--- config.mk ---
export PLATFORM = sky130hd
export DESIGN_NAME = reg_bus_arbiter
export DESIGN_NICKNAME = d
export VERILOG_FILES = /design/src/rtl/reg_bus_arbiter.sv
export SDC_FILE = /design/constraint.sdc
export NUM_CORES = 1
export LEC_CHECK = 0
export BUFFER_PORTS_ARGS = -buffer_cell sky130_fd_sc_hd__buf_2
export CELL_PAD_IN_SITES_DETAIL_PLACEMENT = 1
export CELL_PAD_IN_SITES_GLOBAL_PLACEMENT = 2
export CORE_ASPECT_RATIO = 2
export CORE_UTILIZATION = 24
export DETAILED_ROUTE_END_ITERATION = 10
export GPL_TIMING_DRIVEN = 0
export PLACE_DENSITY_LB_ADDON = 0.1
export SLEW_MARGIN = 10
export SYNTH_ARGS = -nofsm -noshare
export SYNTH_HDL_FRONTEND = slang
export SYNTH_SLANG_ARGS = --single-unit
export TNS_END_PERCENT = 30
--- constraint.sdc ---
create_clock -name clk -period 1.8 [get_ports clk]
set_clock_uncertainty 0.2 [all_clocks]
set_input_delay 0.09 -clock clk [delete_from_list [all_inputs] [get_ports clk]]
set_output_delay 0.09 -clock clk [all_outputs]
set_load 0.02 [all_outputs]
--- src/rtl/reg_bus_arbiter.sv ---
// reg_bus_arbiter: shares one register-bus port among NUM_REQ requesters.
// Round-robin arbitration; one command in flight at a time (IDLE/CMD/RDWAIT).
// The 1-cycle registered read latency of the downstream port is absorbed, and
// read data is returned only to the requester that issued the read.
// Optional build macro REG_BUS_ARB_FIXED_PRIO_EN: fixed priority (lowest index
// wins) instead of round-robin. FSM, timing and handshake are unchanged.
module reg_bus_arbiter #(
  parameter int NUM_REQ = 2,
  parameter int ADDR_W  = 16,
  parameter int DATA_W  = 16
) (
  input  logic                      clk,
  input  logic                      rst_n,
  input  logic [NUM_REQ-1:0]        req,
  input  logic [NUM_REQ-1:0]        req_op,
  input  logic [NUM_REQ*ADDR_W-1:0] req_addr,
  input  logic [NUM_REQ*DATA_W-1:0] req_wdata,
  output logic [NUM_REQ-1:0]        gnt,
  output logic [NUM_REQ-1:0]        rsp_valid,
  output logic [DATA_W-1:0]         rsp_rdata,
  output logic                      busy,
  output logic                      bus_cmd_valid,
  output logic                      bus_op,
  output logic [ADDR_W-1:0]         bus_addr,
  output logic [DATA_W-1:0]         bus_wr_data,
  input  logic [DATA_W-1:0]         bus_rd_data
);

  localparam int PW = (NUM_REQ > 1) ? $clog2(NUM_REQ) : 1;

  typedef enum logic [1:0] {IDLE, CMD, RDWAIT} state_t;

  state_t              state_q, state_d;
  logic [PW-1:0]       last_q, last_d;
  logic [PW-1:0]       own_q, own_d;
  logic [NUM_REQ-1:0]  gnt_q, gnt_d;
  logic [NUM_REQ-1:0]  rsp_valid_q, rsp_valid_d;
  logic [DATA_W-1:0]   rsp_rdata_q, rsp_rdata_d;
  logic                busy_q, busy_d;
  logic                bus_cmd_valid_q, bus_cmd_valid_d;
  logic                bus_op_q, bus_op_d;
  logic [ADDR_W-1:0]   bus_addr_q, bus_addr_d;
  logic [DATA_W-1:0]   bus_wr_data_q, bus_wr_data_d;

  logic                any_req;
  logic [PW-1:0]       win;

  // Winner select: first requester after the last grant, or lowest index.
  always_comb begin
`ifdef REG_BUS_ARB_FIXED_PRIO_EN
    any_req = |req;
    win     = '0;
    for (int i = NUM_REQ - 1; i >= 0; i--)
      if (req[i]) win = PW'(i);
`else
    int   idx;
    logic found;
    any_req = |req;
    win     = '0;
    idx     = 0;
    found   = 1'b0;
    for (int k = 1; k <= NUM_REQ; k++) begin
      idx = int'(last_q) + k;
      if (idx >= NUM_REQ) idx = idx - NUM_REQ;
      if (!found && req[idx[PW-1:0]]) begin
        win   = idx[PW-1:0];
        found = 1'b1;
      end
    end
`endif
  end

  // Next-state and registered-output logic; bus addr/data and rdata hold.
  always_comb begin
    state_d         = state_q;
    last_d          = last_q;
    own_d           = own_q;
    gnt_d           = '0;
    rsp_valid_d     = '0;
    rsp_rdata_d     = rsp_rdata_q;
    bus_cmd_valid_d = 1'b0;
    bus_op_d        = 1'b0;
    bus_addr_d      = bus_addr_q;
    bus_wr_data_d   = bus_wr_data_q;
    case (state_q)
      IDLE: begin
        if (any_req) begin
          state_d         = CMD;
          bus_cmd_valid_d = 1'b1;
          bus_op_d        = req_op[win];
          bus_addr_d      = req_addr[int'(win)*ADDR_W +: ADDR_W];
          bus_wr_data_d   = req_wdata[int'(win)*DATA_W +: DATA_W];
          gnt_d[win]      = 1'b1;
          last_d          = win;
          own_d           = win;
        end
      end
      // req is deliberately not sampled here so a held req cannot double-issue
      CMD:     state_d = bus_op_q ? IDLE : RDWAIT;
      RDWAIT: begin
        rsp_rdata_d        = bus_rd_data;
        rsp_valid_d[own_q] = 1'b1;
        state_d            = IDLE;
      end
      default: state_d = IDLE;
    endcase
    busy_d = (state_d != IDLE);
  end

  // State and output registers, synchronous active-low reset.
  always_ff @(posedge clk) begin
    if (!rst_n) begin
      state_q         <= IDLE;
      last_q          <= PW'(NUM_REQ - 1);
      own_q           <= '0;
      gnt_q           <= '0;
      rsp_valid_q     <= '0;
      rsp_rdata_q     <= '0;
      busy_q          <= 1'b0;
      bus_cmd_valid_q <= 1'b0;
      bus_op_q        <= 1'b0;
      bus_addr_q      <= '0;
      bus_wr_data_q   <= '0;
    end else begin
      state_q         <= state_d;
      last_q          <= last_d;
      own_q           <= own_d;
      gnt_q           <= gnt_d;
      rsp_valid_q     <= rsp_valid_d;
      rsp_rdata_q     <= rsp_rdata_d;
      busy_q          <= busy_d;
      bus_cmd_valid_q <= bus_cmd_valid_d;
      bus_op_q        <= bus_op_d;
      bus_addr_q      <= bus_addr_d;
      bus_wr_data_q   <= bus_wr_data_d;
    end
  end

  assign gnt           = gnt_q;
  assign rsp_valid     = rsp_valid_q;
  assign rsp_rdata     = rsp_rdata_q;
  assign busy          = busy_q;
  assign bus_cmd_valid = bus_cmd_valid_q;
  assign bus_op        = bus_op_q;
  assign bus_addr      = bus_addr_q;
  assign bus_wr_data   = bus_wr_data_q;

endmodule
; ---- Word level (Yosys, flattened, before mapping)
; Cells that the tools add are included.
[totals]
ff_bits = 59
in_bits = 86
output_inout_bits = 55
word_cells = 57
[op_classes]
addsub = 4
magnitude_cmp = 8
eq_ne = 2
shift = 2
n_mux = 19
reduce_logical = 11
[op_table]
columns = op, n
row1 = 32-bit by 6-bit indexed part select with 16-bit output, 2
row2 = 1-bit two-way mux, 14
row3 = 1-bit by 2-bit < comparator with 1-bit output (second input constant), 4
row4 = 2-bit AND reduction, 3
row5 = 2-bit two-way mux, 2
row6 = 2-bit one-hot mux with 2 select lines, 1
row7 = 1-bit by 2-bit adder with 3-bit output (second input constant), 1
row8 = 3-bit by 2-bit >= comparator with 1-bit output (second input constant), 1
row9 = 1-bit logical AND, 3
row10 = 3-bit AND reduction, 1
row11 = 1-bit by 1-bit adder with 2-bit output (second input constant), 1
row12 = 1-bit demux with 1-bit select, 2
row13 = 2-bit by 1-bit equality test with 1-bit output (second input constant), 1
row14 = 2-bit equality test (second input constant), 1
row15 = 1-bit >= comparator (second input constant), 2
row16 = 2-bit >= comparator (second input constant), 1
row17 = 2-bit logical NOT, 1
row18 = 2-bit nonzero test, 1
row19 = 2-bit OR reduction, 1
row20 = 1-bit subtractor (second input constant), 2
row21 = 1-bit logical NOT, 1

; ---- Logic depth before layout (Yosys ltp)
[depth]
depth_word = 13
ltp_mapped = 6
depth_no_buf = 3

; ---- Worst setup path before layout
; OpenSTA, ideal clock, no wires.
[synth_path]
path_type = flip-flop to flip-flop
start = register state_q[0]
end = register bus_addr_q[10], in the netlist bus_addr[10]
setup_ps = 89
t_arrival_ps = 1183
required_time_ps = 1511
path_slack_ps = 328
stages_incl_launch_ff = 5
path_buffers = 1
synth_period_minus_slack_ps = 1472
path_cell_list = dfxtp_1 -> nor2_2 -> clkbuf_1 -> a21oi_1 -> a311oi_2
[synth_between]
elab_chain_len = 2
[synth_rtl]
columns = item, line
row1 = start: declaration, 33  ; state_t state_q, state_d;
row2 = start signal: assignment, 125  ; state_q <= state_d;
row3 = 2-bit logical NOT, 85  ; case (state_q)
row4 = 2-bit AND reduction (no line), --
row5 = end signal: assignment, 134  ; bus_addr_q <= bus_addr_d;
row6 = end: declaration, 42  ; logic [ADDR_W-1:0] bus_addr_q, bus_addr_d;
; Every way passes these cells.
; A chain may end at the register's enable or synchronous reset.

; ---- Final worst setup path
[layout_path]
start = register last_q
end = register bus_wr_data_q[6], in the netlist bus_wr_data[6]
[layout_between]
elab_chain_len = 10
elab_cells_between_ends = 18
classes_between = add/sub: 4 / order compare: 2 / shift: 1 / mux: 9 / reduce/logical: 2
[layout_rtl]
columns = item, line
row1 = start: declaration, 34  ; logic [PW-1:0] last_q, last_d;
row2 = start signal: assignment, 114  ; last_q <= PW'(NUM_REQ - 1);
row3 = start signal: assignment, 126  ; last_q <= last_d;
row4 = branches (longest 8 deep; another with 1-bit by 2-bit adder with 3-bit output), --
row5 = 1-bit two-way mux *, 65  ; if (!found && req[idx[PW-1:0]]) begin
row6 = 32-bit by 6-bit indexed part select with 16-bit output *, 92  ; bus_wr_data_d = req_wdata[int'(win)*DATA_W +: DATA_W];
row7 = end signal: assignment, 135  ; bus_wr_data_q <= bus_wr_data_d;
row8 = end: declaration, 43  ; logic [DATA_W-1:0] bus_wr_data_q, bus_wr_data_d;
; Every way passes the cells marked *. The select of a mux whose other input is x is not followed.

==> run_results.csv <==
group,metric,value,unit
outcome,status,"finished, violations left",
outcome,violations,"negative hold slack",
clocking,root_buffer,"clkbuf_16",
logic_synthesis,synth_seq_cells,59,
worst_setup_path,max_stage_delay,0.40,ns
min_path,hp-class,"input pin to register",
logic_synthesis,yosys_warnings,0,
logic_synthesis,synth_nets,372,
floorplanning,io_pins,141,
detailed_routing,wl_per_cell,14.5,µm
logic_synthesis,synth_compound_area_share,29.6,%
clocking,htree_levels,3,
timing,fin_setup_tns,0,ns
placed_design,io_buffers,140,
detailed_routing,via_per_inst,4.49,
placed_design,hpwl,6.72,mm
logic_synthesis,async_flop_share,0,%
final_layout,stdcell_count,659,
logic_synthesis,syn_area,2540,µm²
clocking,clockBufferDepth,2,
detailed_routing,vias,2956,
detailed_routing,remaining_drc_errors,0,
power_and_ir_drop,irDropWorstVdd,0.485,mV
final_layout,nets,606,
job,maxCapViolCount,0,
worst_setup_path,cp_max_fo,10,
timing,holdWs,-0.0257,ns
clocking,clk_pin_slew,0.05,ns
timing,fin_crit_sh,90.5,%
global_routing,grt_pass1_wl,15.3,mm
floorplanning,die_h,148,µm
final_layout,drive_gt1_share,38.7,%
timing,tightestPinTransition,0.760,ns
power_and_ir_drop,power.total,4010,µW
detailed_routing,drt_pass1_iterations,6,
clocking,cts_num_sinks,59,
floorplanning,start_util,24.9,%
placed_design,place.gp.congestion,0.715,
logic_synthesis,ys_seq_area_share,46.5,%
logic_synthesis,synthSimpleGateAreaFrac,18.0,%
detailed_routing,wirelength,9.57,mm
logic_synthesis,ys_types,24,
floorplanning,die_w,74.8,µm
worst_setup_path,worstPathArrival,1.67,ns
worst_setup_path,cp.required,1.84,ns
logic_synthesis,syn_inst,286,
worst_setup_path,crit_type,"register to register",
worst_setup_path,path_cells,"a21bo_1 -> buf_2 -> clkbuf_2 -> nand2_1 -> a311oi_2",
logic_synthesis,synthMuxAreaShare,0,%
detailed_routing,first_iter_violations,74,
worst_setup_path,slowest_stage,"dfxtp_1",
global_routing,first_global_vias,3176,
logic_synthesis,avgSynthCellArea,8.89,µm²
timing,drv_slew,0,
timing,relSlewSlack,49.4,%
floorplanning,dieArea,11000,µm²
detailed_routing,ant_nets,0,
power_and_ir_drop,p_per_area,886,nW/µm²
timing,finalSetupViolCount,0,
clocking,clock_latency,0.32,ns
floorplanning,row_count,52,
logic_synthesis,synth_flop_cell,"dfxtp_1",
final_layout,insertedDiodeCount,0,
logic_synthesis,synth_edf_count,0,
global_routing,grt.total_usage,18.6,%
timing,fmax,614,MHz
worst_setup_path,r2r_slack,0.17,ns
final_layout,area_growth,78.1,%
timing,grt_setup_unrepaired,"false",
global_routing,antenna_found_initial,0,
global_routing,grt_overflow,0,
power_and_ir_drop,leakage,0.00204,µW
logic_synthesis,synth_top_family_by_area,"compound AO/OA/AOI/OAI gates",
global_routing,grt_max_degree,11,
logic_synthesis,synthAdderAreaFrac,0,%
worst_setup_path,end_kind,"register",
timing,finalHoldViolCount,2,
clocking,cts_setup_buffers,0,
worst_setup_path,cp-start-kind,"register",
final_layout,fin_util,44.3,%
timing,finalCriticalPeriod,1.63,ns
placed_design,dpl.cell_count,561,
final_layout,nFillCells,1260,
floorplanning,coreArea,10200,µm²
clocking,cts_tree,"done",
logic_synthesis,synth_xor_area_share,0,%
clocking,cts_buffers,9,
layer usage:
metal  GRT usage (%)  vias to the layer above  share of wire, %
li1                -                     1467                 -
met1            17.5                     1396                35
met3            5.11                        8               4.6
met4            5.94                        0               1.4
met5               0                        -                 0
met2            36.3                       85                59
logic make-up (layout without fill, tap and decap cells):
logic type             after synthesis  count (layout)
and+or+nand+nor                    112             112
AOI/OAI and AO/OA                   86              86
DFF                                 59              59
buffers and inverters               29             267
placed cells by master, fill, tap and decap left out:
| master | instances |
|---|---|
| o211ai_1 | 1 |
| a311oi_2 | 29 |
| or2_1 | 2 |
| inv_2 | 1 |
| a311oi_1 | 3 |
| nor4b_1 | 1 |
| buf_2 | 143 |
| nand3_1 | 1 |
| and3_1 | 3 |
| nand2b_1 | 1 |
| clkbuf_8 | 1 |
| and2_1 | 2 |
| clkbuf_2 | 9 |
| clkbuf_16 | 9 |
| nor2b_1 | 1 |
| nand2_1 | 98 |
| nor3_1 | 1 |
| clkbuf_1 | 12 |
| nor2_4 | 1 |
| and2_4 | 1 |
| a21boi_4 | 1 |
| a21boi_1 | 1 |
| buf_6 | 5 |
| a21bo_1 | 2 |
| inv_1 | 1 |
| dlygate4sd3_1 | 83 |
| dfxtp_1 | 59 |
| a21oi_1 | 49 |
| clkinv_2 | 3 |
cell usage after synthesis, types with 2 or more instances:
library cell	n	area, µm²
buf_6	5	56.3
a21bo_1	2	20.0
dfxtp_1	59	1180
a311oi_1	3	26.3
clkbuf_1	19	71.3
nand2_1	98	368
and2_1	2	12.5
or2_1	2	12.5
a21oi_1	49	245
buf_2	3	15.0
a311oi_2	29	435
and3_1	3	18.8
power breakdown:
| part | internal (µW) | switching [µW] | leakage [µW] | total (µW) |
|---|---|---|---|---|
| combinational | 454 | 540 | 0.00143 | 994 |
| clock | 952 | 573 | 0.000132 | 1530 |
| sequential | 1430 | 63.9 | 0.000486 | 1490 |
| total | 2830 | 1180 | 0.00204 | 4010 |
final timing paths:
path / to / cells past startpoint / from
worst max-delay path: bus_wr_data[6] / 5 / last_q
worst min register to register: state_q[1] / 1 / bus_op
worst min-delay path: bus_wr_data[10] / 4 / req[0]
worst max register to register: bus_wr_data[6] / 5 / last_q
critical path, delay by kind of cell, from the launching register on:
kind / cells / cell delay [ns]
simple gates: 1 / 0.11
buf+inv: 2 / 0.47
compound gates: 2 / 0.36
flops: 1 / 0.40
timing repair:
item,CTS,global route
hold endpoints to repair,54,0
resized for setup,8,4
setup endpoints to repair,30,27
hold buffers,83,0
flip-flops by register name, indices dropped and copies added (netlist names):
register	flops
rsp_rdata	16
bus_cmd_valid	1
bus_wr_data	16
bus_addr	16
gnt	2
busy	1
bus_op	1
state_q	2
own_q	1
last_q	1
rsp_valid	2
stage by stage:
step | hold WS (ns) | cell area [µm²] | setup WS (ns)
5_1_grt | 0.0119 | 4530 | 0.0207
3_3_place_gp | 0.134 | 3410 | -0.120
6_report | -0.0257 | 4530 | 0.171
4_1_cts | -0.00894 | 4510 | 0.0266
2_1_floorplan | -0.0211 | 2540 | 0.328
3_5_place_dp | 0.140 | 3410 | -0.120
final cells by class:
class / count / area, µm² / area share, %
Multi-Input combinational cell: 198 / 1220 / 27.0
Inverter: 2 / 7.51 / 0.166
Clock buffer: 12 / 246 / 5.44
Sequential cell: 59 / 1180 / 26.1
Timing Repair Buffer: 223 / 1530 / 33.8
Buffer: 27 / 154 / 3.40
Clock inverter: 3 / 15.0 / 0.332
Tap cell: 135 / 169 / 3.73
(Power assumes the default switching activity.)
